$ cat src/rtl/fetch_stage.sv
// ============================================================================
//  Module      : fetch_stage
//  Description : Instruction-fetch stage with IF/ID pipeline register, stall,
//                flush and taken-branch redirect. Optional misaligned-target
//                trap enabled by defining FETCH_MISALIGN_TRAP_EN.
//  Revision    : 1.0 - initial release
// ============================================================================
`default_nettype none

module fetch_stage #(
    parameter logic [31:0] RESET_PC  = 32'h0000_0000,
    parameter logic [31:0] NOP_INSTR = 32'h0000_0013
) (
    input  logic        clk,
    input  logic        rst,
    input  logic        stall,
    input  logic        branch,
    input  logic        zero,
    input  logic [31:0] branch_target,
    output logic [31:0] imem_addr,
    input  logic [31:0] imem_rdata,
    output logic [31:0] if_instr,
    output logic [31:0] if_pc,
    output logic [31:0] if_pc_plus4,
    output logic        if_valid,
    output logic [6:0]  op_code,
    output logic        misalign_err
);

    localparam logic [1:0] c_BOOT = 2'd0;
    localparam logic [1:0] c_RUN  = 2'd1;
`ifdef FETCH_MISALIGN_TRAP_EN
    localparam logic [1:0] c_HALT = 2'd2;
`endif

    logic [1:0]  r_state;
    logic [1:0]  w_state_next;
    logic [31:0] r_pc;
    logic [31:0] r_if_instr;
    logic [31:0] r_if_pc;
    logic [31:0] r_if_pc_plus4;
    logic        r_if_valid;
    logic        w_redirect;
    logic        w_misalign;
    logic        w_flush;
    logic        w_load_target;
    logic        w_advance;
    logic [31:0] w_target;
    logic [31:0] w_pc_plus4;

    assign w_pc_plus4 = r_pc + 32'd4;
    // A bubble carrying stale branch/zero must never steer the PC.
    assign w_redirect = branch & zero & r_if_valid;

`ifdef FETCH_MISALIGN_TRAP_EN
    assign w_misalign = (branch_target[1:0] != 2'b00);
    assign w_target   = branch_target;
`else
    assign w_misalign = 1'b0;
    assign w_target   = branch_target & 32'hFFFF_FFFC;
`endif

    // State register
    always_ff @(posedge clk) begin
        if (rst) begin
            r_state <= c_BOOT;
        end else begin
            r_state <= w_state_next;
        end
    end

    // Next-state logic
    always_comb begin
        w_state_next = r_state;
        case (r_state)
            c_BOOT: w_state_next = c_RUN;
            c_RUN: begin
`ifdef FETCH_MISALIGN_TRAP_EN
                if (w_redirect && w_misalign) begin
                    w_state_next = c_HALT;
                end
`endif
            end
`ifdef FETCH_MISALIGN_TRAP_EN
            c_HALT: w_state_next = c_HALT;
`endif
            default: w_state_next = c_BOOT;
        endcase
    end

    // Output/control decode: redirect beats stall, stall beats advance
    always_comb begin
        w_flush       = 1'b0;
        w_load_target = 1'b0;
        w_advance     = 1'b0;
        if (r_state == c_RUN) begin
            if (w_redirect) begin
                w_flush       = 1'b1;
                w_load_target = ~w_misalign;
            end else if (!stall) begin
                w_advance = 1'b1;
            end
        end
    end

    // PC and IF/ID datapath
    always_ff @(posedge clk) begin
        if (rst) begin
            r_pc          <= RESET_PC;
            r_if_instr    <= NOP_INSTR;
            r_if_pc       <= RESET_PC;
            r_if_pc_plus4 <= RESET_PC + 32'd4;
            r_if_valid    <= 1'b0;
        end else if (w_flush) begin
            r_if_instr <= NOP_INSTR;
            r_if_valid <= 1'b0;
            if (w_load_target) begin
                r_pc <= w_target;
            end
        end else if (w_advance) begin
            r_if_instr    <= imem_rdata;
            r_if_pc       <= r_pc;
            r_if_pc_plus4 <= w_pc_plus4;
            r_if_valid    <= 1'b1;
            r_pc          <= w_pc_plus4;
        end
    end

`ifdef FETCH_MISALIGN_TRAP_EN
    logic r_misalign_err;

    always_ff @(posedge clk) begin
        if (rst) begin
            r_misalign_err <= 1'b0;
        end else if (w_flush && w_misalign) begin
            r_misalign_err <= 1'b1;
        end
    end

    assign misalign_err = r_misalign_err;
`else
    assign misalign_err = 1'b0;
`endif

    assign imem_addr   = r_pc;
    assign if_instr    = r_if_instr;
    assign if_pc       = r_if_pc;
    assign if_pc_plus4 = r_if_pc_plus4;
    assign if_valid    = r_if_valid;
    assign op_code     = r_if_instr[6:0];

endmodule

`default_nettype wire
$ cat config.mk
export PLATFORM = sky130hd
export DESIGN_NAME = fetch_stage
export DESIGN_NICKNAME = d
export VERILOG_FILES = /design/src/rtl/fetch_stage.sv
export SDC_FILE = /design/constraint.sdc
export NUM_CORES = 1
export LEC_CHECK = 0
export BUFFER_PORTS_ARGS = -buffer_cell sky130_fd_sc_hd__buf_2
export CAP_MARGIN = 30
export CORE_ASPECT_RATIO = 1.2
export CORE_MARGIN = 8
export CORE_UTILIZATION = 48
export CTS_CLUSTER_SIZE = 20
export DETAILED_ROUTE_END_ITERATION = 12
export GPL_TIMING_DRIVEN = 0
export HOLD_SLACK_MARGIN = 0.08
export PLACE_DENSITY = 0.88
export SLEW_MARGIN = 0
export SYNTH_ARGS = -nofsm -noshare
export SYNTH_HDL_FRONTEND = slang
export SYNTH_SLANG_ARGS = --single-unit
$ cat constraint.sdc
create_clock -name clk -period 2.1 [get_ports clk]
set_clock_uncertainty 0.05 [all_clocks]
set_input_delay 0.21 -clock clk [delete_from_list [all_inputs] [get_ports clk]]
set_output_delay 0.21 -clock clk [all_outputs]
set_load 0.02 [all_outputs]
==> run metrics <==
met2 usage=44.87%; filler cell count=808; clk root buf=clkbuf_16; clock net sink count=124; busiest metal layer after global routing=met2; status=finished, final reports clean; worst-path fanout max=10; crit share post-route=95.75%; Switching Fraction=22.99%; GR Util met1=27.77%; clock latency on the worst-skew pair=0.41 ns; post-route ant nets=0; post-synthesis cell count=634; Post-synth EDFFs=0; die width=110.6 um; pwr/cell area=819.9 mW/mm2; final hold violations=0; CTS H-tree lvls=4; Area contributors post-synth=dfxtp_1, nand2_1, a21oi_1; final setup vio count=0; R2R Path Start=imem_addr[2]; Final Power=0.006180 W; Avg Cell Area, Syn=8.135 um2; vias in the first global route=6000; Layout area overhead=46.14%; Max-cap violations=0; Reg power frac=39.8%; Final Max Slew Viols=0; via density per instance=5.575; Rows=41; Synth async-reset ratio=0%; CP Capture Type=flop; sequential area share after synthesis=48.13%; Power Internal=0.004759 W; synthesized flop and latch total=124; Sw Pwr=0.001421 W; Clock transition at path regs=0.06 ns; setup TNS=0 ns; maximum clock path buffer count=2; reg2reg setup slack=0.09 ns; CTS tree=built; core area=0.01052 mm2; DP HPWL=13430 um; mapped cell area=0.005157 mm2; first-pass GRT wire length=30370 um; initial core utilization=49.04%; FMAX=0.4973 GHz; initial antenna violation count=0; Synth area leader=dfxtp_1; Yosys cell types=47; clock power share=50.3%; Tot GR Track Use=26.03%; maximum VDD drop=542.5 uV; worst hold path type=in -> reg; First DRT Iteration DRCs=672; Num CTS Buffers=17; GRT met3 Usage=8.692%; WL final=19300 um; combinational power share=9.8%; Slew headroom=51.30%; crit path DAT=2.22 ns; Synth warnings=0; Placer Congestion=0.9270; Ports=206; Final nets=979; Worst Setup SP=imem_addr[2]; Main synth FF type=dfxtp_1; total number of vias=5854; leakage=3.357 nW; layout cell share with drive strength beyond 1=29.75%; hold path startpoint=stall; DIE HEIGHT=129.6 um; total gr overflow=0; Pre-antenna DRT Iters=7; final worst path period need=2.011 ns; Slew @ Worst Pin=0.7278 ns; post-synth top area share=48.13%; residual DRC count=0; largest net degree at the start of global routing=17; ant diodes=0; DR WL/cell=18.38 um; critical path type=reg -> reg; Critical Path RT=2.31 ns; Port Buffers=195; die area=0.01433 mm2; Worst setup SP type=flop
==> synth_stat cells, types with 6 or more instances <==
cell	count
nand3_1	27
xor2_1	12
a22oi_1	18
a21oi_1	71
buf_4	14
clkbuf_1	36
and3_1	8
o22ai_1	6
buf_2	6
nand2_1	156
and4_1	6
o21ai_0	18
xnor2_1	9
a211oi_1	12
nand4_1	16
nor2_1	30
dfxtp_1	124
==> path summary, 6_finish.rpt <==
| path | cells after the start | endpoint |
|---|---|---|
| setup / recovery | 7 | imem_addr[22] |
| hold / removal | 4 | if_valid |
| setup reg to reg | 7 | imem_addr[22] |
| hold reg to reg | 2 | if_instr[23] |
==> flip-flops by register name, indices dropped and copies added (netlist names) <==
signal	flops
if_pc_plus4	30
imem_addr	30
if_instr	32
if_pc	30
if_valid	1
r_state	1
==> cells by family (layout without fill, tap and decap cells) <==
| kind of cell | after synthesis | count (layout) | share of synthesized area (%) |
|---|---|---|---|
| adder cells (fa/ha/maj) | 1 | 1 | 0.2426 |
| multiplexers | 1 | 1 | 0.2183 |
| AO/OA/AOI/OAI | 152 | 152 | 17.81 |
| XOR/XNOR | 21 | 21 | 3.566 |
| AND/OR/NAND/NOR | 269 | 269 | 23.85 |
| other | 1 | 7 | 0.07271 |
| flip-flops | 124 | 124 | 48.13 |
| buffers and inverters | 65 | 346 | 6.113 |
==> cell type report <==
cell class,instances,area [um2],area share [%]
well taps,129,161.4,2.141
clock inverters,7,135.1,1.793
inverters,5,18.77,0.2490
multi-input cells,451,2400,31.84
repair buffers,252,1539,20.42
plain buffers,58,306.5,4.067
clock buffers,24,491.7,6.524
flip-flops and latches,124,2485,32.97
==> cell usage in the layout (no fill, tap or decap), types with 18 or more instances in the layout <==
| cell | instances |
|---|---|
| dlygate4sd3_1 | 54 |
| nor2_1 | 29 |
| nand3_1 | 27 |
| a21oi_1 | 71 |
| clkbuf_1 | 26 |
| buf_2 | 201 |
| a22oi_1 | 18 |
| dfxtp_1 | 122 |
| nand2_1 | 156 |
==> power groups by stage <==
stage | Sequential, W | Combinational (W) | Clock [W]
final | 0.00246 | 0.000608 | 0.00311
after detailed placement | 0.00251 | 0.000510 | 0
after global placement | 0.00250 | 0.000506 | 0
after floorplan | 0.00258 | 0.000225 | 0
after CTS | 0.00246 | 0.000592 | 0.00311
after global routing | 0.00247 | 0.000652 | 0.00322
==> routing by layer <==
layer  vias to the layer above  share of wire [%]
li1                       2738                  -
met1                      2677                 37
met2                       367                 49
met3                        72                9.5
met4                         0                3.6
met5                         -                  0
==> per-stage QoR <==
stage               instances  utilization [%]  instance area, um2  hold slack, ns  setup slack, ns
floorplan                 640                -                5180          0.2690           0.1666
CTS                      1050            71.29                7497         0.08598         0.001861
global placement          964            60.07                6317          0.3729          -0.2047
detailed placement        964            60.07                6317          0.3856          -0.2302
global route             1050            71.67                7537          0.1005        -0.007689
finish                   1050            71.67                7537         0.09032          0.08924
==> critical path, stage by stage, from the launching register on <==
cell	delay [ns]
dfxtp_2	0.40
ha_2	0.25
nand3_1	0.22
nor2_4	0.18
buf_2	0.25
nand4_1	0.17
xor2_1	0.24
o22ai_1	0.10
==> what timing repair did <==
item                       in CTS  in global routing
hold endpoints to repair       54                  0
setup buffers                   1                  2
resized for setup               2                 31
setup endpoints to repair       9                112
pin swaps                       1                  1
hold buffers                   54                  0
(Power assumes the default switching activity.)
